===== src/rtl/gesture_pkg.sv =====
// Shared definitions for the gesture LED indicator block.
// Holds the gesture code constants, the one-hot LED patterns for each
// gesture and the two-state display FSM encoding.
package gesture_pkg;

  // Gesture codes reported on last_gesture (5..7 are unused)
  localparam logic [2:0] GEST_NONE = 3'd0;
  localparam logic [2:0] GEST_L2R  = 3'd1;
  localparam logic [2:0] GEST_R2L  = 3'd2;
  localparam logic [2:0] GEST_U2D  = 3'd3;
  localparam logic [2:0] GEST_D2U  = 3'd4;

  // One-hot LED patterns
  localparam logic [3:0] LED_OFF = 4'b0000;
  localparam logic [3:0] LED_L2R = 4'b0001;
  localparam logic [3:0] LED_R2L = 4'b0010;
  localparam logic [3:0] LED_U2D = 4'b0100;
  localparam logic [3:0] LED_D2U = 4'b1000;

  // Display FSM states
  typedef enum logic {
    IDLE = 1'b0,
    SHOW = 1'b1
  } gest_state_e;

endpackage


===== src/rtl/gesture_rise_sync.sv =====
// Two-flop synchroniser plus rising-edge detector for one detect flag.
// Both flops reset to 1 so that a level already high when reset is
// released is treated as "old" and never reported as a rise.
// Ports:
//   clk   - system clock
//   reset - synchronous, active-high reset
//   level - raw detect level from the gesture core
//   rise  - high for one cycle after a 0->1 transition of level
module gesture_rise_sync
  import gesture_pkg::*;
(
  input  logic clk,
  input  logic reset,
  input  logic level,
  output logic rise
);

  logic s1_r;
  logic s2_r;

  // Sample the detect level into a two-stage shift register
  always_ff @(posedge clk) begin
    if (reset) begin
      s1_r <= 1'b1;
      s2_r <= 1'b1;
    end else begin
      s1_r <= level;
      s2_r <= s1_r;
    end
  end

  assign rise = s1_r & ~s2_r;

endmodule


===== src/rtl/gesture_led_indicator.sv =====
// Gesture LED indicator: converts the gesture core's level-type detect
// flags into single accepted events, shows a one-hot LED pattern for
// HOLD_CYCLES cycles per event, remembers the last gesture and keeps a
// saturating event count.
// Ports:
//   clk          - system clock
//   reset        - synchronous, active-high reset
//   decide_flag  - detection-valid qualifier (level)
//   detect_l2r/r2l/u2d/d2u - direction detect flags (level)
//   led          - one-hot gesture pattern, 0 when idle
//   last_gesture - code of the most recent accepted gesture
//   event_valid  - one-cycle pulse per accepted event
//   event_count  - saturating count of accepted events
//   busy         - high while an LED pattern is being held
module gesture_led_indicator
  import gesture_pkg::*;
#(
  parameter int HOLD_CYCLES = 25000000,
  parameter int CNT_W       = 8
) (
  input  logic             clk,
  input  logic             reset,
  input  logic             decide_flag,
  input  logic             detect_l2r,
  input  logic             detect_r2l,
  input  logic             detect_u2d,
  input  logic             detect_d2u,
  output logic [3:0]       led,
  output logic [2:0]       last_gesture,
  output logic             event_valid,
  output logic [CNT_W-1:0] event_count,
  output logic             busy
);

  localparam int TIMER_W = (HOLD_CYCLES > 1) ? $clog2(HOLD_CYCLES) : 1;
  localparam logic [TIMER_W-1:0] TIMER_LOAD = TIMER_W'(HOLD_CYCLES - 1);
  localparam logic [CNT_W-1:0]   CNT_MAX    = {CNT_W{1'b1}};

  // Bit order: 0 L2R, 1 R2L, 2 U2D, 3 D2U
  logic [3:0] rise_s;
  logic [3:0] cand_s;
  logic       dq_r;

  logic       accept_s;
  logic [2:0] win_code_s;
  logic [3:0] win_led_s;

  gest_state_e        state_r, state_n;
  logic [TIMER_W-1:0] timer_r, timer_n;
  logic [3:0]         led_r, led_n;
  logic [2:0]         last_r, last_n;
  logic               ev_r, ev_n;
  logic [CNT_W-1:0]   cnt_r, cnt_n;
  logic               busy_r, busy_n;

  gesture_rise_sync u_sync_l2r (.clk(clk), .reset(reset), .level(detect_l2r), .rise(rise_s[0]));
  gesture_rise_sync u_sync_r2l (.clk(clk), .reset(reset), .level(detect_r2l), .rise(rise_s[1]));
  gesture_rise_sync u_sync_u2d (.clk(clk), .reset(reset), .level(detect_u2d), .rise(rise_s[2]));
  gesture_rise_sync u_sync_d2u (.clk(clk), .reset(reset), .level(detect_d2u), .rise(rise_s[3]));

  // Register the decide qualifier once so it lines up with the rise pulses
  always_ff @(posedge clk) begin
    if (reset) begin
      dq_r <= 1'b0;
    end else begin
      dq_r <= decide_flag;
    end
  end

  // A rise only counts while the qualifier is high; it is not remembered otherwise
  assign cand_s = rise_s & {4{dq_r}};

  // Fixed-priority pick of one winner; losing candidates are dropped
  always_comb begin
    accept_s   = 1'b0;
    win_code_s = GEST_NONE;
    win_led_s  = LED_OFF;
    if (cand_s[0]) begin
      accept_s   = 1'b1;
      win_code_s = GEST_L2R;
      win_led_s  = LED_L2R;
    end else if (cand_s[1]) begin
      accept_s   = 1'b1;
      win_code_s = GEST_R2L;
      win_led_s  = LED_R2L;
    end else if (cand_s[2]) begin
      accept_s   = 1'b1;
      win_code_s = GEST_U2D;
      win_led_s  = LED_U2D;
    end else if (cand_s[3]) begin
      accept_s   = 1'b1;
      win_code_s = GEST_D2U;
      win_led_s  = LED_D2U;
    end else begin
      accept_s   = 1'b0;
      win_code_s = GEST_NONE;
      win_led_s  = LED_OFF;
    end
  end

  // Next-state logic for the display FSM, hold timer, counter and outputs
  always_comb begin
    state_n = state_r;
    timer_n = timer_r;
    led_n   = led_r;
    busy_n  = busy_r;
    last_n  = last_r;
    cnt_n   = cnt_r;
    ev_n    = 1'b0;

    if (accept_s) begin
      ev_n   = 1'b1;
      last_n = win_code_s;
      if (cnt_r != CNT_MAX) begin
        cnt_n = cnt_r + CNT_W'(1);
      end else begin
        cnt_n = cnt_r;
      end
    end else begin
      ev_n = 1'b0;
    end

    case (state_r)
      IDLE: begin
        if (accept_s) begin
          state_n = SHOW;
          timer_n = TIMER_LOAD;
          led_n   = win_led_s;
          busy_n  = 1'b1;
        end else begin
          timer_n = '0;
          led_n   = LED_OFF;
          busy_n  = 1'b0;
        end
      end
      SHOW: begin
        // A new event wins over expiry, even on the last lit cycle
        if (accept_s) begin
          timer_n = TIMER_LOAD;
          led_n   = win_led_s;
          busy_n  = 1'b1;
        end else if (timer_r != '0) begin
          timer_n = timer_r - TIMER_W'(1);
        end else begin
          state_n = IDLE;
          led_n   = LED_OFF;
          busy_n  = 1'b0;
        end
      end
      default: begin
        state_n = IDLE;
        timer_n = '0;
        led_n   = LED_OFF;
        busy_n  = 1'b0;
      end
    endcase
  end

  // State and output registers
  always_ff @(posedge clk) begin
    if (reset) begin
      state_r <= IDLE;
      timer_r <= '0;
      led_r   <= LED_OFF;
      busy_r  <= 1'b0;
      last_r  <= GEST_NONE;
      ev_r    <= 1'b0;
      cnt_r   <= '0;
    end else begin
      state_r <= state_n;
      timer_r <= timer_n;
      led_r   <= led_n;
      busy_r  <= busy_n;
      last_r  <= last_n;
      ev_r    <= ev_n;
      cnt_r   <= cnt_n;
    end
  end

  assign led          = led_r;
  assign last_gesture = last_r;
  assign event_valid  = ev_r;
  assign event_count  = cnt_r;
  assign busy         = busy_r;

endmodule

===== config.mk =====
export PLATFORM = sky130hd
export DESIGN_NAME = gesture_led_indicator
export DESIGN_NICKNAME = d
export VERILOG_FILES = /design/src/rtl/gesture_pkg.sv /design/src/rtl/gesture_rise_sync.sv /design/src/rtl/gesture_led_indicator.sv
export SDC_FILE = /design/constraint.sdc
export NUM_CORES = 1
export LEC_CHECK = 0
export CORE_ASPECT_RATIO = 1.4
export CORE_MARGIN = 3
export CORE_UTILIZATION = 39
export DETAILED_ROUTE_END_ITERATION = 8
export PLACE_DENSITY_LB_ADDON = 0.25
export SYNTH_ARGS = -nofsm -noshare
export SYNTH_HDL_FRONTEND = slang
export SYNTH_SLANG_ARGS = --single-unit

===== constraint.sdc =====
create_clock -name clk -period 3.4 [get_ports clk]
set_input_delay 0.51 -clock clk [delete_from_list [all_inputs] [get_ports clk]]
set_output_delay 0.51 -clock clk [all_outputs]
set_load 0.05 [all_outputs]

Word-level counts from Yosys, hierarchy flattened
Cells that the tools add are included.

storage, ports and cells
  bits of input ports = 7
  logic and storage cells = 60
  flip-flop bits (word level) = 52
  output and inout bits = 17

cells by class
  $add $sub $neg = 2
  muxes and demuxes = 27
  eq/ne operators = 3
  reductions and logical operators = 2
  bitwise operators = 10

operators with widths
  kind                   count
  $mux 25                3
  $pmux 25 s2            1
  $mux 4                 7
  $reduce_bool 25->1     1
  $sub 25x1->25 const B  1
  $mux 3                 4
  $mux 1                 9
  $add 8x1->8 const B    1
  $ne 8x8->1 const B     1
  $pmux 4 s2             1
  $not 1->1              5
  $and 1x1->1            4
  $and 4x4->4            1
  $pmux 1 s2             2
  $ne 3x2->1 const B     1
  $ne 3x3->1 const B     1
  $reduce_and 2->1       1

Longest topological paths before layout
Gate-level depths: netlist of run 1.

  depth in word-level cells = 9
  mapped depth = 9
  depth with buffers taken out = 7

By module
A second synthesis of run 1 with hierarchy kept.

second synthesis, totals
  cell total of the unflattened synthesis = 247
  area total of the unflattened synthesis = 2302.2 um^2

modules (own cells, without submodules)
  module                 area an instance (um^2)  cells each  seq. area each (um^2)  times used
  gesture_led_indicator  2067.0                   227         880.8                  1
  gesture_rise_sync      58.8                     5           40.0                   4

Worst setup path before layout of run 1
No wires, ideal clock.

  kind = flip-flop to flip-flop
  start = register timer_r[8]
  end = register led_r[1] (netlist: led[1])
  arrival = 1.717 ns
  slack = 1.551 ns
  data required time = 3.268 ns
  setup time = 0.132 ns
  period minus slack after synthesis = 1.849 ns
  path buffers = 2
  cell stages (with the launch flop) = 8
  path through = dfxtp_1 > nor4_4 > nand3_1 > or2_1 > clkbuf_1 > buf_2 > nand4_1 > a21oi_1

between the ends
  longest elaborated chain between the ends = 2

ends and longest elaborated chain
  item                      line                          text
  start: declaration        gesture_led_indicator.sv:49   logic [TIMER_W-1:0] timer_r, timer_n;
  start signal: assignment  gesture_led_indicator.sv:171  timer_r <= timer_n;
  $reduce_bool 25->1        gesture_led_indicator.sv:142  end else if (timer_r != '0) begin
  $ne 3x3->1 (no line)      --
  end signal: assignment    gesture_led_indicator.sv:172  led_r <= led_n;
  end: declaration          gesture_led_indicator.sv:50   logic [3:0] led_r, led_n;

No other way between the ends.
A chain may end at the register's enable or synchronous reset.

Final worst setup path of run 1
  start = register cnt_r[3] (netlist: event_count[3])
  end = output event_count[3]

RTL lines
  item                      line                          text
  start: declaration        gesture_led_indicator.sv:53   logic [CNT_W-1:0] cnt_r, cnt_n;
  start signal: assignment  gesture_led_indicator.sv:176  cnt_r <= cnt_n;
  end: declaration          gesture_led_indicator.sv:31   output logic [CNT_W-1:0] event_count,

No word-level cell between the ends.

==> results of run 1 <==
-- worst min-delay path by stage --
stage,start,end,cells after the start
after floorplan,u_sync_d2u.s1_r,u_sync_d2u.s2_r,1
after global placement,u_sync_l2r.s1_r,u_sync_l2r.s2_r,1
after detailed placement,u_sync_r2l.s1_r,u_sync_r2l.s2_r,1
after CTS,u_sync_r2l.s1_r,u_sync_r2l.s2_r,1
after global routing,u_sync_d2u.s1_r,u_sync_d2u.s2_r,1
final,u_sync_r2l.s1_r,u_sync_r2l.s2_r,1
-- registers in the layout (all words and copies together), names as in the netlist, 3 cells and up --
| register | count |
|---|---|
| last_gesture | 3 |
| led | 4 |
| timer_r | 25 |
| event_count | 8 |
-- synth_stat cells (2+ instances only) --
| master | instances |
|---|---|
| nor3_1 | 3 |
| o311ai_0 | 2 |
| or2_2 | 11 |
| dfxtp_1 | 52 |
| nor4b_1 | 3 |
| nand2_1 | 20 |
| o21ai_0 | 8 |
| clkbuf_1 | 8 |
| ha_1 | 3 |
| nor3b_1 | 2 |
| o41ai_1 | 2 |
| a31oi_1 | 2 |
| buf_2 | 2 |
| nand2b_1 | 3 |
| nand3_1 | 16 |
| a21boi_0 | 2 |
| o31ai_1 | 8 |
| or4_1 | 2 |
| nor2b_1 | 7 |
| or4_2 | 2 |
| and2_1 | 2 |
| or3_1 | 2 |
| xnor2_1 | 13 |
| xor2_1 | 7 |
| or4_4 | 2 |
| nand4_1 | 5 |
| inv_1 | 3 |
| nor4_4 | 2 |
| nor2_1 | 27 |
| nor4_1 | 6 |
| a21oi_1 | 19 |
-- layout make-up --
cell class / instances / area [um2] / area share
clock buffers: 5 / 68.8 / 0.0247
clock inverters: 1 / 30.0 / 0.0108
repair buffers: 25 / 245 / 0.0881
flip-flops and latches: 52 / 1040 / 0.374
well taps: 70 / 87.6 / 0.0315
inverters: 3 / 11.3 / 0.00404
multi-input cells: 199 / 1300 / 0.467
-- kinds of logic (layout without fill, tap and decap cells) --
family,after synthesis,in the layout
adders and majority gates,3,3
buffers and inverters,14,34
DFF,52,52
and+or+nand+nor,124,124
AOI/OAI and AO/OA,52,52
xor gates and xnor gates,20,20
-- per-layer routing --
| layer | GRT usage | vias up |
|---|---|---|
| met1 | 0.178 | 923 |
| li1 | - | 981 |
| met2 | 0.273 | 27 |
| met3 | 0.0265 | 8 |
| met4 | 0.0680 | 0 |
| met5 | 0 | - |
-- power by group --
part	internal, mW	switching (mW)
logic	0.145	0.210
clock network	0.212	0.196
registers	0.630	0.0238
total	0.986	0.429
==> summary.txt, run 1 <==
Post-synthesis xor/xnor area fraction = 0.0732
Placed cells = 349
Number of global-route vias before repair = 1899
Root Buffer = clkbuf_8
IO Port Bufs = 23
DR WL met3 = 128 um
Core Region = 5900 um2
Area Growth Syn to Fin = 16.4%
Initial DRC Count = 99
Largest net degree at the start of global routing = 34
Worst rel slew slack = 0.648
Drt first pass iters = 4
Complex-gate fraction of the synthesized area = 0.144
Final HPWL DP = 3800 um
CTS tree = built
Post-layout util = 0.471
Worst path slowest cell = clkdlybuf4s50_1
Power per cell area = 509 nW/um2
Vias = 1939
Crit Path Category = flop to output pin
First-pass GRT wire length = 8820 um
Netlist Area Pre-Place = 2390 um2
# clock sinks = 52
CP bufs+invs = 1
Flop-to-flop setup slack = 1330 ps
Worst hold margin = 437 ps
Routed wire length per instance = 14.6 um
Initial antenna violation count = 0
CTS max path bufs = 2
Hold buffers post-CTS = 0
Syn Nets = 275
Antenna cell count = 0
WP data arrival = 1560 ps
Peak supply drop = 0.248 mV
Met2 WL = 2800 um
Detail Route Antenna Nets = 0
Fill cells = 577
Final GP Congestion = 0.852
Routed WL = 5200 um
CP endpoint = event_count[3]
Yosys warns = 0
Post-synthesis adder-cell area fraction = 0.0157
Initial core utilization = 0.405
Post-synth top area share = 0.435
GRT Total Usage = 0.154
Cell Rows = 33
Clock slew at reported path FFs = 90 ps
Seq cells post-synth = 52
Worst Skew = 6.33 ps
# DRC = 0
Max-cap violations = 0
Crit share post-route = 0.608
Post-synthesis mux area share = 0
Area leader, netlist = dfxtp_1
Pleak = 1.04 nW
Pre-CTS setup slack = 1360 ps
Total power = 1.42 mW
Mean post-synth cell area = 9.03 um2
Class of the worst hold path = flop to flop
CP cell instances = clkdlybuf4s50_1
Endpoints failing hold = 0
Post-synth EDFFs = 0
H-tree Lvls = 2
Die Width = 72.2 um
Req. time, crit path = 2890 ps
R2R Path End = timer_r[19]
Post-route cell area = 2780 um2
Top post-synthesis cells by area = dfxtp_1, xnor2_1, nor2_1
Placed Area = 2690 um2
Status = finished clean
Main combinational cell family by area after synthesis = simple AND/OR/NAND/NOR gates
Crit Path Max Fanout = 5
Fmax = 0.484 GHz
Synth Instances = 265
Post-CTS setup buffers = 0
Setup violators final = 0
Ys async rst share = 0
Io pins = 24
Post-synth top flop = dfxtp_1
Most frequent cells in the layout = dfxtp_1, nor2_1, clkdlybuf4s50_1
Setup crit end kind = output pin
Startpoint Class = flop
Routed metal-1 wire length = 2190 um
GRT overflow = 0
Fraction of layout cells with a size suffix above 1 = 0.123
DIE AREA = 7120 um2
Unrepaired setup endpoints after global routing = no
Crit path time final = 2070 ps
Reg-to-Reg Start = timer_r[12]
Setup ws final = 1330 ps
Post-synthesis simple-gate area fraction = 0.305
Via density = 5.46
Crit-path leading delay family = buffers and inverters
Sequential area share after synthesis = 0.435
Max-slew violation count = 0
Crit. path cell count = 1
Worst Max-Slew Pin Slew = 523 ps
Clk_lat worst skew = 300 ps
Netlist cell types = 50
Highest metal used = met4
Beginning of the critical path = event_count[3]
Fin cells = 355
Nets@finish = 296
Die Height = 98.7 um
CP peak stage delay = 830 ps
R2r worst-path depth = 5
Post-CTS sizing = 0
Num CTS Buffers = 5
Setup_tns = 0 ps
Most common cell after layout, fill and taps aside = dfxtp_1
Note: power is estimated with default switching activity, not from simulation.
==> inputs of run 2 (changes only) <==
Clock period 3.4 ns to 2.1 ns, I/O delays scaled along.
==> summary.txt, run 2 (same netlist as run 1, synthesis figures left out) <==
Status = finished clean
# clock sinks = 52 (unchanged)
Crit path time final = 1990 ps
Most frequent cells in the layout = dfxtp_1, nor2_1, clkdlybuf4s50_1
Class of the worst hold path = flop to flop
IO Port Bufs = 23 (unchanged)
Crit Path Max Fanout = 7 (+2)
Setup crit end kind = flop
Largest net degree at the start of global routing = 17 (-50%)
Detail Route Antenna Nets = 0 (unchanged)
Reg-to-Reg Start = timer_r[8]
Fraction of layout cells with a size suffix above 1 = 0.171 (+0.0478)
Final GP Congestion = 0.872 (+2.3%)
Initial core utilization = 0.405 (unchanged)
Num CTS Buffers = 5 (unchanged)
Pleak = 1.09 nW (+5.0%)
Req. time, crit path = 2290 ps (-600 ps)
Root Buffer = clkbuf_8
Post-layout util = 0.487 (+0.0159)
H-tree Lvls = 2 (unchanged)
GRT overflow = 0 (unchanged)
Max-slew violation count = 0 (unchanged)
Crit share post-route = 0.948
R2r worst-path depth = 5 (unchanged)
Initial antenna violation count = 0 (unchanged)
CTS max path bufs = 2 (unchanged)
# DRC = 0 (unchanged)
Endpoints failing hold = 0 (unchanged)
Drt first pass iters = 4 (unchanged)
Io pins = 24 (unchanged)
Fill cells = 568 (-1.6%)
Final HPWL DP = 4050 um (+6.4%)
Via density = 5.43 (-0.67%)
Peak supply drop = 0.429 mV (+73%)
Initial DRC Count = 80 (-19%)
Worst Skew = 6.29 ps (-0.0441 ps)
Clk_lat worst skew = 310 ps (about the same)
Cell Rows = 33 (unchanged)
Die Width = 72.2 um (unchanged)
Area Growth Syn to Fin = 20.3%
Crit Path Category = flop to flop
Clock slew at reported path FFs = 100 ps (about the same)
Fmax = 0.502 GHz
First-pass GRT wire length = 9200 um (+4.4%)
Core Region = 5900 um2 (unchanged)
Post-CTS setup buffers = 0 (unchanged)
Max FFs per register = 25 (unchanged)
GRT Total Usage = 0.162 (+0.00780)
DIE AREA = 7120 um2 (unchanged)
Max-cap violations = 0 (unchanged)
CTS tree = built
Vias = 2002 (+3.2%)
Setup violators final = 0 (unchanged)
WP data arrival = 2180 ps (+620 ps)
Startpoint Class = flop
Routed WL = 5390 um (+3.6%)
Antenna cell count = 0 (unchanged)
Most common cell after layout, fill and taps aside = dfxtp_1
Unrepaired setup endpoints after global routing = no
Number of global-route vias before repair = 1957 (+3.1%)
Nets@finish = 308 (+4.1%)
Die Height = 98.7 um (unchanged)
Routed wire length per instance = 14.6 um (-0.33%)
Setup_tns = 0 ps (unchanged)
Min-Delay Path Depth = 1 (unchanged)
Hold wc startpoint = u_sync_u2d.s1_r
Flop-to-flop setup slack = 110 ps (-1220 ps)
Worst Hold End = u_sync_u2d.s2_r
Most flops, register = timer_r
R2R Path End = timer_r[15]
Power per cell area = 798 nW/um2 (+57%)
Worst rel slew slack = 0.598 (-0.0506)
Worst Max-Slew Pin Slew = 602 ps (+78.3 ps)
-- run 2: cell count changes in the layout (fill, tap and decap cells not counted), sizes merged --
cell      previous run  this run
buf                  2        14
bufinv               1         0
clkinvlp             0         2
clkbuf               5         6
-- run 2: layout make-up --
type	instances	area, um2	share of cell area
flip-flops and latches	52	1040	0.362
well taps	70	87.6	0.0304
clock inverters	2	15.0	0.00522
multi-input cells	199	1310	0.453
clock buffers	6	82.6	0.0287
inverters	3	11.3	0.00391
repair buffers	37	335	0.117
-- run 2: report_power, final --
part           switching [mW]  total [mW]  internal [mW]  leakage, nW
Sequential             0.0385        1.06           1.02        0.423
Combinational           0.357       0.623          0.267        0.621
Clock                   0.346       0.614          0.267       0.0434
-- run 2: worst max path at each step --
stage	startpoint	endpoint	slack, ps	cells after the start
finish	timer_r[8]	timer_r[15]	110	5
global route	timer_r[8]	timer_r[18]	9	6
CTS	timer_r[0]	timer_r[19]	60	7
detailed placement	timer_r[0]	timer_r[19]	90	7
global placement	timer_r[2]	timer_r[23]	180	5
floorplan	timer_r[8]	led[1]	250	7
-- run 2: metrics by stage --
step | area [um2] | instances | hold slack, ps | power [mW] | setup slack [ps]
after CTS | 2870 | 369 | 443 | 2.30 | 64.9
after floorplan | 2390 | 265 | 409 | 1.54 | 251
after global placement | 2780 | 361 | 414 | 1.69 | 177
after detailed placement | 2780 | 361 | 420 | 1.70 | 90.9
final | 2880 | 369 | 439 | 2.30 | 110
after global routing | 2880 | 369 | 456 | 2.41 | 9.30
-- run 2: critical path, cell delays in order (launching register included) --
cell and delay, ps:
dfxtp_1 390, nor4_4 470, nand4_4 190, or4_2 570, o21ai_0 160, a21oi_1 80
-- run 2: per-layer routing --
layer	part of all wire	routed length [um]	global-route usage
met2	0.54	2910	0.293
met1	0.41	2210	0.180
met3	0.022	118	0.0296
met4	0.027	148	0.0738
met5	0	0	0
-- run 2: repair_timing --
action                     4_1_cts  5_1_grt
gates resized for setup          0        2
hold buffers                     0        0
setup endpoints to repair        0        7
